==> src/rtl/blake2s_pkg.sv <==
// rtl/blake2s_pkg.sv - shared state type, block/key/digest limits and cfg check for the BLAKE2s block scheduler
package blake2s_pkg;
  localparam int BLOCK_BYTES = 64;
  localparam int KK_MAX      = 32;
  localparam int NN_MAX      = 32;

  typedef enum logic [2:0] {
    S_IDLE      = 3'd0,
    S_KEY       = 3'd1,
    S_MSG       = 3'd2,
    S_PAD       = 3'd3,
    S_WAIT_CORE = 3'd4,
    S_WAIT_FIN  = 3'd5,
    S_DONE      = 3'd6
  } state_e;

  function automatic logic cfg_ok(input logic [7:0] kk, input logic [7:0] nn);
    return (kk <= 8'(KK_MAX)) && (nn != 8'd0) && (nn <= 8'(NN_MAX));
  endfunction
endpackage

==> src/rtl/blake2s_block_sched_if.sv <==
// rtl/blake2s_block_sched_if.sv - scheduler-to-compression-core block bus (master = scheduler, slave = core)
interface blake2s_block_sched_if #(
  parameter int BLOCK_W = 6
);
  logic               data_v_o;
  logic [7:0]         data_o;
  logic [BLOCK_W-1:0] data_idx_o;
  logic               block_first_o;
  logic               block_last_o;
  logic               core_block_done_i;
  logic               core_finished_i;

  modport master (
    output data_v_o, data_o, data_idx_o, block_first_o, block_last_o,
    input  core_block_done_i, core_finished_i
  );

  modport slave (
    input  data_v_o, data_o, data_idx_o, block_first_o, block_last_o,
    output core_block_done_i, core_finished_i
  );
endinterface

==> src/rtl/blake2s_byte_cnt.sv <==
// rtl/blake2s_byte_cnt.sv - remaining-message counter, in-block byte index and final-block detect
module blake2s_byte_cnt
  import blake2s_pkg::*;
#(
  parameter int BLOCK_W = 6,
  parameter int LL_W    = 64
) (
  input  logic               clk,
  input  logic               reset,
  input  logic               load_i,
  input  logic [LL_W-1:0]    ll_i,
  input  logic               dec_i,
  input  logic               step_i,
  input  logic               key_blk_i,
  input  logic               ll_zero_i,
  output logic [BLOCK_W-1:0] idx_o,
  output logic               rem_last_o,
  output logic               final_o
);
  logic [BLOCK_W-1:0] idx_q, idx_d;
  logic [LL_W-1:0]    rem_q, rem_d;
  logic [LL_W-1:0]    lim;

  always_comb begin
    idx_d = idx_q;
    rem_d = rem_q;
    if (load_i) begin
      idx_d = '0;
      rem_d = ll_i;
    end else begin
      if (step_i) idx_d = idx_q + 1'b1;
      if (dec_i)  rem_d = rem_q - 1'b1;
    end
  end

  always_ff @(posedge clk) begin
    if (reset) begin
      idx_q <= '0;
      rem_q <= '0;
    end else begin
      idx_q <= idx_d;
      rem_q <= rem_d;
    end
  end

  // rem + idx is constant across a message block, so "rem fits in what is left of
  // this block" marks the final block from its first byte to its last.
  assign lim        = LL_W'(BLOCK_BYTES) - LL_W'(idx_q);
  assign final_o    = key_blk_i ? ll_zero_i : (rem_q <= lim);
  assign rem_last_o = (rem_q == LL_W'(1));
  assign idx_o      = idx_q;
endmodule

==> src/rtl/blake2s_block_sched.sv <==
// rtl/blake2s_block_sched.sv - BLAKE2s job sequencer: byte stream in, padded 64-byte blocks out to the core
// Optional cycle counter output cycles_o is enabled by defining BLAKE2S_SCHED_PERF_EN.
module blake2s_block_sched
  import blake2s_pkg::*;
#(
  parameter int BLOCK_W = 6,
  parameter int LL_W    = 64
) (
  input  logic                  clk,
  input  logic                  reset,
  input  logic                  cfg_v_i,
  input  logic [7:0]            kk_i,
  input  logic [7:0]            nn_i,
  input  logic [LL_W-1:0]       ll_i,
  output logic                  cfg_err_o,
  input  logic                  msg_v_i,
  input  logic [7:0]            msg_i,
  output logic                  msg_ready_o,
  output logic [7:0]            kk_o,
  output logic [7:0]            nn_o,
  output logic [LL_W-1:0]       ll_o,
  blake2s_block_sched_if.master core,
  output logic                  busy_o,
  output logic                  done_o
`ifdef BLAKE2S_SCHED_PERF_EN
  ,
  output logic [31:0]           cycles_o
`endif
);
  state_e             state_q, state_d;
  logic [7:0]         kk_q, kk_d, nn_q, nn_d;
  logic [LL_W-1:0]    ll_q, ll_d;
  logic               first_q, first_d;
  logic               key_blk_q, key_blk_d;
  logic               cfg_err_q, cfg_err_d;
  logic               data_v_q, data_v_d;
  logic [7:0]         data_q, data_d;
  logic [BLOCK_W-1:0] data_idx_q, data_idx_d;
  logic               block_first_q, block_first_d;
  logic               block_last_q, block_last_d;

  logic               cfg_good, accept, take, emit, in_pad, idx_last, rem_last, is_final;
  logic [BLOCK_W-1:0] idx;

  assign cfg_good = cfg_ok(kk_i, nn_i);
  assign accept   = (state_q == S_IDLE) && cfg_v_i && cfg_good;
  assign in_pad   = (state_q == S_PAD);
  assign take     = msg_ready_o && msg_v_i;
  assign emit     = take || in_pad;
  assign idx_last = &idx;

  blake2s_byte_cnt #(
    .BLOCK_W (BLOCK_W),
    .LL_W    (LL_W)
  ) u_byte_cnt (
    .clk        (clk),
    .reset      (reset),
    .load_i     (accept),
    .ll_i       (ll_i),
    .dec_i      (take && (state_q == S_MSG)),
    .step_i     (emit),
    .key_blk_i  (key_blk_q),
    .ll_zero_i  (ll_q == '0),
    .idx_o      (idx),
    .rem_last_o (rem_last),
    .final_o    (is_final)
  );

  always_ff @(posedge clk) begin
    if (reset) state_q <= S_IDLE;
    else       state_q <= state_d;
  end

  always_comb begin
    state_d = state_q;
    case (state_q)
      S_IDLE: begin
        if (accept) begin
          if (kk_i != 8'd0)     state_d = S_KEY;
          else if (ll_i != '0)  state_d = S_MSG;
          else                  state_d = S_PAD;
        end
      end
      S_KEY: begin
        if (take && (8'(idx) == kk_q - 8'd1)) state_d = S_PAD;
      end
      S_MSG: begin
        // A byte landing at idx 63 closes the block even if it was also the last byte.
        if (take) begin
          if (idx_last)      state_d = is_final ? S_WAIT_FIN : S_WAIT_CORE;
          else if (rem_last) state_d = S_PAD;
        end
      end
      S_PAD: begin
        if (idx_last) state_d = is_final ? S_WAIT_FIN : S_WAIT_CORE;
      end
      S_WAIT_CORE: begin
        if (core.core_block_done_i) state_d = S_MSG;
      end
      S_WAIT_FIN: begin
        if (core.core_finished_i) state_d = S_DONE;
      end
      S_DONE:  state_d = S_IDLE;
      default: state_d = S_IDLE;
    endcase
  end

  always_comb begin
    msg_ready_o = 1'b0;
    busy_o      = 1'b0;
    done_o      = 1'b0;
    case (state_q)
      S_KEY, S_MSG: begin
        msg_ready_o = 1'b1;
        busy_o      = 1'b1;
      end
      S_PAD, S_WAIT_CORE, S_WAIT_FIN: busy_o = 1'b1;
      S_DONE:  done_o = 1'b1;
      default: ;
    endcase
  end

  always_comb begin
    kk_d          = kk_q;
    nn_d          = nn_q;
    ll_d          = ll_q;
    first_d       = first_q;
    key_blk_d     = key_blk_q;
    cfg_err_d     = (state_q == S_IDLE) && cfg_v_i && !cfg_good;
    data_v_d      = emit;
    data_d        = take ? msg_i : 8'h00;
    data_idx_d    = emit ? idx : '0;
    block_first_d = emit && first_q;
    block_last_d  = emit && is_final;
    if (accept) begin
      kk_d      = kk_i;
      nn_d      = nn_i;
      ll_d      = ll_i;
      first_d   = 1'b1;
      key_blk_d = (kk_i != 8'd0);
    end else begin
      if (emit && idx_last) first_d = 1'b0;
      // Leaving the key block's stall: every later block is a message block.
      if ((state_q == S_WAIT_CORE) && core.core_block_done_i) key_blk_d = 1'b0;
    end
  end

  always_ff @(posedge clk) begin
    if (reset) begin
      kk_q          <= '0;
      nn_q          <= '0;
      ll_q          <= '0;
      first_q       <= 1'b0;
      key_blk_q     <= 1'b0;
      cfg_err_q     <= 1'b0;
      data_v_q      <= 1'b0;
      data_q        <= '0;
      data_idx_q    <= '0;
      block_first_q <= 1'b0;
      block_last_q  <= 1'b0;
    end else begin
      kk_q          <= kk_d;
      nn_q          <= nn_d;
      ll_q          <= ll_d;
      first_q       <= first_d;
      key_blk_q     <= key_blk_d;
      cfg_err_q     <= cfg_err_d;
      data_v_q      <= data_v_d;
      data_q        <= data_d;
      data_idx_q    <= data_idx_d;
      block_first_q <= block_first_d;
      block_last_q  <= block_last_d;
    end
  end

  assign cfg_err_o          = cfg_err_q;
  assign kk_o               = kk_q;
  assign nn_o               = nn_q;
  assign ll_o               = ll_q;
  assign core.data_v_o      = data_v_q;
  assign core.data_o        = data_q;
  assign core.data_idx_o    = data_idx_q;
  assign core.block_first_o = block_first_q;
  assign core.block_last_o  = block_last_q;

`ifdef BLAKE2S_SCHED_PERF_EN
  logic [31:0] cycles_q, cycles_d;

  // The accept cycle itself counts as the first cycle of the job.
  always_comb begin
    cycles_d = cycles_q;
    if (accept)                                     cycles_d = 32'd1;
    else if ((state_q != S_IDLE) && (cycles_q != '1)) cycles_d = cycles_q + 32'd1;
  end

  always_ff @(posedge clk) begin
    if (reset) cycles_q <= '0;
    else       cycles_q <= cycles_d;
  end

  assign cycles_o = cycles_q;
`endif
endmodule

==> src/flat_wrapper.sv <==
// flat-port wrapper written by rule: the top's interface ports become plain ports
module blake2s_block_sched_flat import blake2s_pkg::*;
#(
  parameter int BLOCK_W = 6,
  parameter int LL_W    = 64
)
  (clk, reset, cfg_v_i, kk_i, nn_i, ll_i, cfg_err_o, msg_v_i, msg_i, msg_ready_o, kk_o, nn_o, ll_o, busy_o, done_o, core_data_v_o, core_data_o, core_data_idx_o, core_block_first_o, core_block_last_o, core_core_block_done_i, core_core_finished_i);
  blake2s_block_sched_if #(.BLOCK_W(BLOCK_W)) core_i ();
  input  logic clk;
  input  logic reset;
  input  logic cfg_v_i;
  input  logic [7:0] kk_i;
  input  logic [7:0] nn_i;
  input  logic [LL_W-1:0] ll_i;
  output logic cfg_err_o;
  input  logic msg_v_i;
  input  logic [7:0] msg_i;
  output logic msg_ready_o;
  output logic [7:0] kk_o;
  output logic [7:0] nn_o;
  output logic [LL_W-1:0] ll_o;
  output logic busy_o;
  output logic done_o;
  output wire logic [$bits(core_i.data_v_o)-1:0] core_data_v_o;
  output wire logic [$bits(core_i.data_o)-1:0] core_data_o;
  output wire logic [$bits(core_i.data_idx_o)-1:0] core_data_idx_o;
  output wire logic [$bits(core_i.block_first_o)-1:0] core_block_first_o;
  output wire logic [$bits(core_i.block_last_o)-1:0] core_block_last_o;
  input wire logic [$bits(core_i.core_block_done_i)-1:0] core_core_block_done_i;
  input wire logic [$bits(core_i.core_finished_i)-1:0] core_core_finished_i;
  assign core_data_v_o = core_i.data_v_o;
  assign core_data_o = core_i.data_o;
  assign core_data_idx_o = core_i.data_idx_o;
  assign core_block_first_o = core_i.block_first_o;
  assign core_block_last_o = core_i.block_last_o;
  assign core_i.core_block_done_i = core_core_block_done_i;
  assign core_i.core_finished_i = core_core_finished_i;
  blake2s_block_sched #(.BLOCK_W(BLOCK_W), .LL_W(LL_W)) u_core (.clk(clk), .reset(reset), .cfg_v_i(cfg_v_i), .kk_i(kk_i), .nn_i(nn_i), .ll_i(ll_i), .cfg_err_o(cfg_err_o), .msg_v_i(msg_v_i), .msg_i(msg_i), .msg_ready_o(msg_ready_o), .kk_o(kk_o), .nn_o(nn_o), .ll_o(ll_o), .core(core_i), .busy_o(busy_o), .done_o(done_o));
endmodule
==> config.mk <==
export PLATFORM = sky130hd
export DESIGN_NAME = blake2s_block_sched_flat
export DESIGN_NICKNAME = d
export VERILOG_FILES = /design/src/rtl/blake2s_pkg.sv /design/src/rtl/blake2s_block_sched_if.sv /design/src/rtl/blake2s_byte_cnt.sv /design/src/rtl/blake2s_block_sched.sv /design/src/flat_wrapper.sv
export SDC_FILE = /design/constraint.sdc
export NUM_CORES = 1
export LEC_CHECK = 0
export ABC_AREA = 1
export ABC_CLOCK_PERIOD_IN_PS = 2200
export CORE_AREA = 3 3 167 169
export CTS_BUF_LIST = sky130_fd_sc_hd__clkbuf_8
export CTS_CLUSTER_DIAMETER = 150
export DETAILED_ROUTE_END_ITERATION = 7
export DIE_AREA = 0 0 170 172
export GPL_ROUTABILITY_DRIVEN = 1
export MAX_ROUTING_LAYER = met4
export PLACE_DENSITY = 0.66
export SETUP_SLACK_MARGIN = 0.02
export SLEW_MARGIN = 20
export SYNTH_ARGS = -nofsm -noshare
export SYNTH_HDL_FRONTEND = slang
export SYNTH_SLANG_ARGS = --single-unit
==> constraint.sdc <==
create_clock -name clk -period 2.2 [get_ports clk]
set_input_delay 0.66 -clock clk [delete_from_list [all_inputs] [get_ports clk]]
set_output_delay 0.66 -clock clk [all_outputs]
set_load 0.005 [all_outputs]
Yosys cells after proc, flatten, opt, wreduce, memory -nomap -nowiden

Cells that the tools add are included.
W data, S select, Z words.

Output and inout port bits: 101
Bits in registers: 173
Bits of input ports: 94

Reduce and logical (&&, ||, !) cells: 29
Bitwise gates (word level): 2
Add/sub/neg operators: 4
Equal/unequal tests: 15
$lt $le $gt $ge: 3
Muxes and demuxes: 22

Operators with widths:

| kind                    | number |
|---|---|
| $mux W64                | 2 |
| $eq A64 B1 Y1 const B   | 1 |
| $le A64 B64 Y1          | 1 |
| $logic_not A64 Y1       | 1 |
| $reduce_bool A64 Y1     | 1 |
| $sub A64 B1 Y64 const B | 1 |
| $mux W3                 | 9 |
| $pmux W3 S6             | 1 |
| $le A8 B6 Y1 const B    | 2 |
| $reduce_bool A8 Y1      | 2 |
| $logic_and A1 B1 Y1     | 12 |
| $mux W1                 | 10 |
| $eq A3 B3 Y1 const B    | 3 |
| $eq A6 B8 Y1            | 1 |
| $reduce_or A2 Y1        | 4 |
| $sub A7 B6 Y8 const A   | 1 |
| $sub A8 B1 Y8 const B   | 1 |
| $reduce_and A7 Y1       | 1 |
| $add A6 B1 Y6 const B   | 1 |
| $eq A3 B2 Y1 const B    | 2 |
| $ne A2 B1 Y1 const B    | 3 |
| $ne A2 B2 Y1 const B    | 3 |
| $reduce_and A6 Y1       | 1 |
| $reduce_bool A2 Y1      | 3 |
| 7 further kinds         | 8 |

Depth between registers and ports, before layout

Gate-level depths: netlist of run 1.

Word-level depth: 8
Depth in mapped cells: 15
Gate-level depth less buffers: 15

By module

Synthesis of run 1 repeated with hierarchy kept, for this count alone.

Cells, all modules: 1496
Area, all modules: 9674.3 µm²

By module, submodules not included:

| module              | seq. area each (µm²) | cells an instance | times used | area an instance (µm²) |
|---|---|---|---|---|
| blake2s_byte_cnt    | 1401.3               | 862               | 1          | 5255.0 |
| blake2s_block_sched | 2062.0               | 634               | 1          | 4419.2 |

Worst setup path after synthesis of run 1

OpenSTA, ideal clock, no wires.

Path type: reg-to-reg
Start: reg u_core.u_byte_cnt.idx_q[2] (netlist: u_core.u_byte_cnt.idx_o[2])
End: reg u_core.state_q[0]
Stages on the path, launching flop included: 15
Path slack: 0.267 ns
Required time: 2.136 ns
Library setup time: 0.064 ns
Clock period less this slack: 1.933 ns
Data arrival time: 1.869 ns
Cells stage by stage: dfxtp_1 > clkbuf_1 > nor3_1 > nand3_1 > xor2_1 > ha_1 > a21oi_1 > nor2_1 > nor2_1 > a21oi_1 > o21ai_1 > nand2_1 > nand2_1 > nor2_1 > nor2_1

Word-level cells in the longest chain between the ends: 7
Elaborated cells on any way between the ends: 15

Ends and longest elaborated chain:

| element                  | RTL line                                             | RTL |
|---|---|---|
| start: declaration       | blake2s_byte_cnt.sv:20                               | `logic [BLOCK_W-1:0] idx_q, idx_d;` |
| start signal: assignment | blake2s_byte_cnt.sv:41                               | `idx_q <= idx_d;` |
| $sub A7 B6 Y8            | blake2s_byte_cnt.sv:48                               | `assign lim = LL_W'(BLOCK_BYTES) - LL_W'(idx_q);` |
| $le A64 B64 Y1           | blake2s_byte_cnt.sv:49                               | `assign final_o = key_blk_i ? ll_zero_i : (rem_q <= lim);` |
| $mux W1                  | blake2s_byte_cnt.sv:49                               |  |
| $mux W1                  | blake2s_block_sched.sv:90, blake2s_block_sched.sv:95 |  |
| $mux W3                  | blake2s_block_sched.sv:90                            | `if (idx_last) state_d = is_final ? S_WAIT_FIN : S_WAIT_CORE;` |
| $mux W3                  | blake2s_block_sched.sv:89                            | `if (take) begin` |
| $pmux W3 S6              | blake2s_block_sched.sv:76                            | `case (state_q)` |
| end signal: assignment   | blake2s_block_sched.sv:71                            | `else state_q <= state_d;` |
| end: declaration         | blake2s_block_sched.sv:30                            | `state_e state_q, state_d;` |

Several ways; a longest one is shown, not always the timed one. The select of a mux whose other input is x is not followed.
A chain may end at the register's enable or synchronous reset.

Worst setup path in the final report of run 1

Start: reg u_core.kk_q[4] (netlist: u_core.kk_o[4])
End: out kk_o[4]

RTL lines:

| element                  | RTL line                   | RTL |
|---|---|---|
| start: declaration       | blake2s_block_sched.sv:31  | `logic [7:0] kk_q, kk_d, nn_q, nn_d;` |
| start signal: assignment | blake2s_block_sched.sv:162 | `kk_q <= kk_d;` |
| end: declaration         | flat_wrapper.sv:19         | `output logic [7:0] kk_o;` |

No word-level cell between the ends.

==> summary.md, run 1 <==
| Metric | Value |
|---|---|
| Final Cycle Share | 0.967 |
| Syn-to-layout area delta | 37.3% |
| Gr ovfl total | 0 |
| Hold buffers post-CTS | 0 |
| Synth top area share | 0.375 |
| Synth unique cells | 34 |
| Total wire length | ~31 mm |
| Final Critical Period | ~2.1 ns |
| Maximum VDD drop | 0.789 mV |
| Async S/R FF share, synth | 0 |
| Critical path launch point type | register |
| Leading cell types by count after synthesis | nand2_1, nor2_1, dfxtp_1 |
| Clock skew | between 0.015 and 0.02 ns |
| Arr. time, crit path | between 1 and 1.5 ns |
| Pre-CTS setup slack | -0.353 ns |
| Post-synth EDFFs | 0 |
| Vias | 9997 |
| CP top delay family | buffers and inverters |
| DIE AREA | approximately 0.029 mm2 |
| Final-report hold violation count | 0 |
| Seq/Total Area, Yosys | 0.375 |
| Crit path cell chain | clkdlybuf4s50_1 |
| First-pass GRT wire length | a little under 50 mm |
| Synthesized Nets | approximately 1500 |
| Largest net degree at the start of global routing | 103 |
| Worst-path clk slew | ~0.090 ns |
| Fin nets | around 1800 |
| Crit Path Max Fanout | 5 |
| Die Width | about 170 um |
| Cell Area, Synth | 0.00924 mm2 |
| Post-Layout Inst Area | 0.0127 mm2 |
| Fmax | around 0.47 GHz |
| Outcome | complete, no violations |
| Top Usage Layer GRT | met2 |
| CTS sink cnt | roughly 170 |
| Starting Density | 0.346 |
| Yosys warnings | 0 |
| Worst setup EP type | output port |
| Routing usage on met2 | 0.362 |
| CP Buf/Inv Count | 1 |
| Worst setup path category | reg2out |
| Synth top area cells | dfxtp_1, nand2_1, nor2_1 |
| Number of port buffers | ~190 |
| Worst path depth | 1 |
| Area leader, netlist | dfxtp_1 |
| Share of layout cells above drive strength 1 | 0.106 |
| Most frequent cell after synthesis | nand2_1 |
| Longest Clk Path Bufs | 2 |
| Die height | about 170 um |
| Via density | 4.89 |
| Worst-Skew Late Latency | 0.48 ns |
| # setup viols final | 0 |
| Slew Viols, Final | 0 |
| CTS buffer count | 17 |
| I/O pin cnt | between 150 and 200 |
| Iter 0 DRT Violations | approximately 830 |
| DR pass1 iterations | 5 |
| Max-slew headroom | 0.675 |
| Total track usage | 0.215 |
| RSZ-0062 raised after global routing | true |
| Placed inst area | ~0.012 mm2 |
| Slew @ Worst Pin | ~0.48 ns |
| Critical Path RT | 1.54 ns |
| Vias in the first global route | around 9400 |
| Leak | around 0.0057 uW |
| CORE AREA | between 0.02 and 0.03 mm2 |
| M1 GR Usage | 0.271 |
| Detailed-route DRC error count | 0 |
| Final ANT Viol Nets | 0 |
| Routability congestion estimate | 0.949 |
| Worst r2r path cells | 15 |
| Power per cell area | about 1300 mW/mm2 |
| Ant. Diodes | 0 |
| Synth Register Bits | between 150 and 200 |
| Antenna violations before repair | 0 |
| Slowest stage delay, CP | around 0.55 ns |
| H-tree Lvls | 4 |
| Routed len/inst | 15.3 um |
| Worst Hold Path Cells | 2 |
| Setup ws final | between 0.07 and 0.08 ns |
| Avg Inst Size Synth | 6.41 um2 |
| Critical-path top delay cell | clkdlybuf4s50_1 |
| Root Buffer | clkbuf_8 |
| Min-delay worst type | reg2reg |
| CTS tree | yes |
| Met3 Use GR | 0.0304 |
| DP HPWL | around 24 mm |
| Main synth FF type | dfxtp_1 |
| Synth Instances | between 1000 and 1500 |
| Rows | 60 |
| Max cap viols | 0 |
metrics by stage:
step	total power, uW	setup TNS, ns	utilization	hold WS [ns]	std cells
after floorplan	10500	0	-	0.414	1442
after CTS	16400	-0.166	0.471	0.427	2045
after detailed placement	13700	-36.65	0.451	0.428	2011
final	16500	0	0.475	0.442	2046
after global routing	18000	-0.0424	0.475	0.428	2046
after global placement	13700	-30.23	0.451	0.425	2011
cells by family (layout without fill, tap and decap cells):
family	Yosys count	count (layout)	share of synthesized area
and+or+nand+nor	815	815	0.362
buffers and inverters	202	465	0.0871
AOI/OAI and AO/OA	193	193	0.115
DFF	173	173	0.375
xor gates and xnor gates	47	47	0.0446
adders and majority gates	12	12	0.0163
sequential cells by signal, summed over array words and instances, names as in the netlist:
register	cells
u_core.cfg_err_o	1
u_core.core.block_first_o	1
u_core.core.block_last_o	1
u_core.core.data_idx_o	6
u_core.core.data_o	8
u_core.core.data_v_o	1
u_core.first_q	1
u_core.key_blk_q	1
u_core.kk_o	8
u_core.ll_o	64
u_core.nn_o	8
u_core.state_q	3
u_core.u_byte_cnt.idx_o	6
u_core.u_byte_cnt.rem_q	64
per-layer routing:
metal / up-vias / routed length, um / part of all wire
met3: 49 / 1730 / 0.055
met1: 4526 / 14100 / 0.45
met2: 352 / 14800 / 0.47
met4: 0 / 745 / 0.024
li1: 5070 / - / -
met5: - / 0 / 0
power by group:
| part | switching (uW) | total, uW | internal (uW) | leakage [uW] |
|---|---|---|---|---|
| logic | 6530 | 10300 | 3810 | 0.00404 |
| registers | 324 | 3740 | 3420 | 0.00140 |
| clock network | 1220 | 2420 | 1210 | 0.000226 |
cells in the final DEF (no fill, tap or decap), drive strengths merged, types with 4 or more instances in the layout:
cell type	instances
a21oi	68
a31oi	25
buf	86
clkbuf	20
clkdlybuf4s50	189
clkinv	6
dfxtp	173
ha	12
inv	158
nand2	409
nand3	73
nand4	17
nor2	293
nor3	15
nor3b	4
o21ai	58
o22ai	39
xnor2	21
xor2	26
tightest hold or removal path: cells and delay by family, from the launching register on:
| kind | cells | cell delay (ns) |
|---|---|---|
| AND/OR/NAND/NOR | 2 | 0.09 |
| flip-flops | 1 | 0.32 |
worst paths after layout:
check | end | slack, ns | startpoint
min reg2reg | u_core.nn_o[6] | 0.44 | u_core.nn_o[6]
min | u_core.nn_o[6] | 0.44 | u_core.nn_o[6]
max reg2reg | u_core.state_q[0] | 0.08 | u_core.u_byte_cnt.idx_o[1]
max | kk_o[4] | 0.07 | u_core.kk_o[4]
area by class of cell:
| class | instances | area, um2 |
|---|---|---|
| Clock buffer | 20 | 275 |
| Clock inverter | 12 | 146 |
| Fill cell | 2741 | 14000 |
| Inverter | 155 | 592 |
| Multi-Input combinational cell | 1067 | 5110 |
| Sequential cell | 173 | 3490 |
| Tap cell | 341 | 427 |
| Timing Repair Buffer | 278 | 2640 |
timing repair:
action	in CTS	in global routing
setup buffers	2	2
setup endpoints to repair	5	18
hold endpoints to repair	0	0
pin swaps	9	13
gates resized for setup	34	21
(Power assumes the default switching activity.)
==> run 2: changes to the inputs <==
GPL_TIMING_DRIVEN = 0   (was unset)
==> summary.md, run 2 (synthesized netlist as in run 1, its figures left out) <==
| Metric | Value |
|---|---|
| Leak | about 0.0054 uW |
| Vias in the first global route | 9726 |
| DIE AREA | approximately 0.029 mm2 |
| Starting Density | 0.346 |
| Slew @ Worst Pin | roughly 0.77 ns |
| Critical path launch point type | input port |
| Final-report hold violation count | 0 |
| Final Critical Period | 2.18 ns |
| Slowest stage delay, CP | between 0.5 and 0.6 ns |
| Top Usage Layer GRT | met2 |
| CP top delay family | simple AND/OR/NAND/NOR gates |
| Routed len/inst | 18.0 um |
| Worst setup path category | in2reg |
| Worst-Skew Late Latency | 0.47 ns |
| Slew Viols, Final | 0 |
| Fin nets | 1774 |
| Most frequent cells in the layout | nand2_1, nor2_1, clkdlybuf4s50_1 |
| Gr ovfl total | 0 |
| Commonest non-fill, non-tap cell in the layout | nand2_1 |
| CP most frequent cell | nor2_1 |
| Via density | slightly above 5 |
| Clock skew | 0.0139 ns |
| Total wire length | around 36 mm |
| Arr. time, crit path | 2.56 ns |
| Ant. Diodes | 0 |
| Setup ws final | 0.0184 ns |
| Die height | ~170 um |
| Critical Path RT | between 2 and 3 ns |
| Worst-path clk slew | roughly 0.10 ns |
| CTS tree | yes |
| Detailed-route DRC error count | 0 |
| Total track usage | 0.247 |
| Max cap viols | 0 |
| Pre-CTS setup slack | -0.784 ns |
| Maximum VDD drop | just under 0.7 mV |
| First-pass GRT wire length | 53.4 mm |
| Final ANT Viol Nets | 0 |
| Fin Hold WS | about 0.45 ns |
| Longest Clk Path Bufs | 2 |
| Routability congestion estimate | about 1.0 |
| Root Buffer | clkbuf_8 |
| Routing usage on met2 | 0.394 |
| Hold buffers post-CTS | 0 |
| Post-Layout Inst Area | around 0.012 mm2 |
| Worst setup EP type | register |
| Critical-path top delay cell | nor3b_1 |
| Worst reg-to-reg setup slack | approximately 0.060 ns |
| CP Buf/Inv Count | 2 |
| Syn-to-layout area delta | 34.3% |
| Share of layout cells above drive strength 1 | 0.0886 |
| Met3 Use GR | 0.0466 |
| H-tree Lvls | 4 |
| Vias | between 10000 and 15000 |
| CORE AREA | about 0.027 mm2 |
| Min-delay worst type | reg2reg |
| Max-slew headroom | 0.485 |
| Iter 0 DRT Violations | 785 |
| RSZ-0062 raised after global routing | true |
| CTS sink cnt | between 150 and 200 |
| Placed inst area | 0.0116 mm2 |
| Antenna violations before repair | 0 |
| Dpl cells | 1976 |
| Power per cell area | around 1300 mW/mm2 |
| CTS buffer count | 17 |
| Rows | 60 |
| Die Width | ~170 um |
| I/O pin cnt | ~200 |
| DP HPWL | about 28 mm |
| DR pass1 iterations | 6 |
| # setup viols final | 0 |
| Number of port buffers | between 150 and 200 |
| Final Cycle Share | 0.992 |
| Crit Path Max Fanout | 3 |
| Layout Cells excl Fill | between 2000 and 2500 |
| Crit path cell chain | clkdlybuf4s50_1 -> nor2_1 -> nand3_2 -> buf_4 -> nor3b_1 -> nand2_1 -> a21oi_1 -> nand2_1 -> nor2_1 -> nor2_1 |
| Largest net degree at the start of global routing | 17 |
| Outcome | complete, no violations |
| Fmax | around 0.46 GHz |
| M1 GR Usage | 0.303 |
## run 2: cell count changes in the layout (fill, tap and decap cells not counted), moves of 4 or more
cell,change
buf_4,-61
clkbuf_1,+16
buf_2,+8
clkbuf_2,+7
inv_6,+5
buf_6,+4
clkbuf_4,+4
clkinv_4,-4
clkinvlp_4,+4
dfxtp_2,+4
## run 2: path summary, 6_finish.rpt
path / start / end / cells past startpoint
worst min-delay path: u_core.nn_o[6] / u_core.nn_o[6] / 2
worst max-delay path: kk_i[3] / u_core.state_q[0] / 10
worst min register to register: u_core.nn_o[6] / u_core.nn_o[6] / 2
worst max register to register: u_core.u_byte_cnt.idx_o[0] / u_core.state_q[0] / 14
## run 2: cell type report
class	count	area, um2
Multi-Input combinational cell	1068	5140
Inverter	155	599
Tap cell	341	427
Buffer	45	278
Clock buffer	20	275
Fill cell	2800	14300
Clock inverter	12	134
Timing Repair Buffer	208	2060
Sequential cell	173	3490
## run 2: timing repair
action                                 4_1_cts  5_1_grt
gates cloned                                 1        0
setup endpoints to repair                  110      116
pin swaps                                    6       10
buffers inserted                             9        6
gates resized for setup                     45       53
endpoints found under the hold margin        0        0
## run 2: routing by layer
metal	vias up	share of wire
li1	5043	-
met1	4699	0.43
met2	425	0.46
met3	87	0.070
met4	0	0.044
met5	-	0
## run 2: worst register-to-register path: cells and delay by family (launching register included)
| family | cells | cell delay [ns] |
|---|---|---|
| XOR/XNOR | 1 | 0.16 |
| flip-flops | 1 | 0.38 |
| buffers and inverters | 2 | 0.21 |
| AND/OR/NAND/NOR | 8 | 0.69 |
| adder cells (fa/ha/maj) | 1 | 0.32 |
| AO/OA/AOI/OAI | 2 | 0.30 |
## run 2: power breakdown
part           internal, uW  switching (uW)
clock                  1110            1290
sequential             3420             335
combinational          3540            6850
## run 2: per-stage QoR
step,util,power (uW),TNS [ns]
after floorplan,-,10500,0
final,0.464,16500,0
after global routing,0.464,17700,-0.122
after CTS,0.457,16200,0
after global placement,0.434,13500,-86.02
after detailed placement,0.434,13500,-85.77
==> run 3: changes to the inputs <==
CORE_AREA = 3 3 180 182   (was 3 3 167 169)
DIE_AREA = 0 0 183 185   (was 0 0 170 172)
PLACE_DENSITY = 0.59   (was 0.66)
SETUP_SLACK_MARGIN = 0.2   (was 0.02)
==> summary.md, run 3 (synthesized netlist as in run 1, its figures left out) <==
| Metric | Value |
|---|---|
| Die height | ~190 um |
| Worst setup path category | reg2reg |
| Total wire length | between 30 and 40 mm |
| FILL cells | ~3300 |
| Routed len/inst | ~18 um |
| Hold buffers post-CTS | 0 |
| Worst Hold Path Cells | 2 |
| Detailed-route DRC error count | 0 |
| Crit path launch | u_core.u_byte_cnt.idx_o[2] |
| Largest net degree at the start of global routing | 17 |
| Commonest non-fill, non-tap cell in the layout | nand2_1 |
| Most frequent cells in the layout | nand2_1, nor2_1, inv_1 |
| Combinational share of power | 0.655 |
| First-pass GRT wire length | ~56 mm |
| Min-delay worst type | reg2reg |
| M1 GR Usage | 0.278 |
| Setup ws final | about 0.09 ns |
| Critical Path RT | about 2.6 ns |
| Rows | 64 |
| Max-slew headroom | 0.460 |
| Seq pwr share | 0.217 |
| H-tree Lvls | 4 |
| Worst r2r path cells | 14 |
| Outcome | complete, no violations |
| Die Width | 183 um |
| Internal power | about 8500 uW |
| Fin nets | approximately 1800 |
| Max cap viols | 0 |
| Fin Hold WS | 0.441 ns |
| Longest Clk Path Bufs | 2 |
| Pre-CTS setup slack | -0.699 ns |
| Gr ovfl total | 0 |
| Leak | 0.00676 uW |
| Net Sw Frac | 0.511 |
| Maximum VDD drop | roughly 0.70 mV |
| Worst setup EP type | register |
| Iter 0 DRT Violations | 860 |
| CTS tree | yes |
| CTS buffer count | 17 |
| Starting Density | 0.300 |
| Antenna violations before repair | 0 |
| Reg2Reg Launch Point | u_core.u_byte_cnt.idx_o[2] |
| RSZ-0062 raised after global routing | true |
| Power per cell area | between 1000 and 1500 mW/mm2 |
| DR pass1 iterations | 5 |
| Clock skew | 0.0242 ns |
| CORE AREA | between 0.03 and 0.04 mm2 |
| Crit Path Max Fanout | 4 |
| Number of port buffers | a little under 200 |
| Total track usage | 0.223 |
| Final Critical Period | ~2.1 ns |
| # setup viols final | 0 |
| Met3 Use GR | 0.0247 |
| Dpl cells | around 2000 |
| Slew Viols, Final | 0 |
| Routing usage on met2 | 0.388 |
| Worst-path clk slew | 0.10 ns |
| Slew @ Worst Pin | 0.810 ns |
| Critical path launch point type | register |
| I/O pin cnt | between 150 and 200 |
| Fmax | between 0.4 and 0.5 GHz |
| Syn-to-layout area delta | 42.5% |
| Final-report hold violation count | 0 |
| Arr. time, crit path | between 2 and 3 ns |
| Worst-Skew Late Latency | 0.49 ns |
| Final Cycle Share | 0.959 |
| WHS Endpoint | u_core.nn_o[6] |
| Ant. Diodes | 0 |
| Vias in the first global route | slightly below 10000 |
| DP HPWL | just under 30 mm |
| Clk network pwr share | 0.128 |
| Min-delay src | u_core.nn_o[6] |
| DIE AREA | approximately 0.034 mm2 |
| Multi-input logic area | around 0.0053 mm2 |
| Share of layout cells above drive strength 1 | 0.176 |
| Worst reg-to-reg setup slack | about 0.09 ns |
| Final ANT Viol Nets | 0 |
| Via density | 4.91 |
| Top Usage Layer GRT | met2 |
| Reg2reg end | u_core.core.block_last_o |
| Switching power of the nets | 8840 uW |
| Routability congestion estimate | around 0.96 |
| CTS sink cnt | 173 |
| Vias | 10400 |
| Flip-flop and latch area | around 0.0036 mm2 |
| Root Buffer | clkbuf_8 |
| Layout Cells excl Fill | 2119 |
run 3: worst max-delay path, cell delays in order, from the launching register on:
cell	delay (ns)
dfxtp_2	0.33
buf_8	0.12
nor3_4	0.21
nand3_2	0.09
xor2_1	0.15
ha_1	0.29
a21oi_1	0.13
nor2_1	0.05
nor2_1	0.13
a21oi_2	0.08
o21ai_2	0.12
buf_6	0.14
buf_4	0.11
inv_2	0.03
nor2_2	0.07
run 3: worst max-delay path by stage:
stage / to / slack (ns) / cells past startpoint
6_report: u_core.core.block_last_o / 0.09 / 14
5_1_grt: u_core.state_q[0] / -0.07 / 15
4_1_cts: busy_o / 0.07 / 5
3_5_place_dp: u_core.u_byte_cnt.rem_q[12] / -0.70 / 11
3_3_place_gp: u_core.ll_o[36] / -0.71 / 8
2_1_floorplan: u_core.state_q[0] / 0.27 / 14
run 3: cell type report:
| cell class | count | share of cell area |
|---|---|---|
| Inverter | 155 | 0.0465 |
| Multi-Input combinational cell | 1067 | 0.404 |
| Clock inverter | 13 | 0.00818 |
| Buffer | 46 | 0.0256 |
| Tap cell | 396 | 0.0376 |
| Clock buffer | 19 | 0.0199 |
| Timing Repair Buffer | 250 | 0.188 |
| Sequential cell | 173 | 0.271 |
run 3: timing repair:
item / CTS / global route
setup buffers: 40 / 15
pin swaps: 25 / 24
gates resized for setup: 226 / 138
gates cloned: 2 / 0
setup endpoints to repair: 231 / 146
run 3: through the flow:
stage	utilization	setup TNS (ns)	area (um2)	total power (uW)
after floorplan	-	0	9240	10500
after global placement	0.379	-85.41	11700	13400
after detailed placement	0.379	-85.08	11700	13500
after CTS	0.412	0	12700	16200
after global routing	0.428	-0.0855	13200	18600
final	0.428	0	13200	17300
run 3: power by group through the flow:
stage | Sequential (uW) | Combinational [uW] | Clock, uW
finish | 3750 | 11300 | 2210
global placement | 3800 | 9600 | 0
CTS | 3730 | 10200 | 2230
global route | 3790 | 12400 | 2380
detailed placement | 3800 | 9650 | 0
floorplan | 3720 | 6800 | 0
run 3: per-layer routing:
layer / share of wire / wire length (um) / vias to the layer above
met4: 0.016 / 609 / 0
met2: 0.49 / 18700 / 375
met3: 0.059 / 2230 / 44
met5: 0 / 0 / -
met1: 0.43 / 16400 / 4857
li1: - / - / 5122
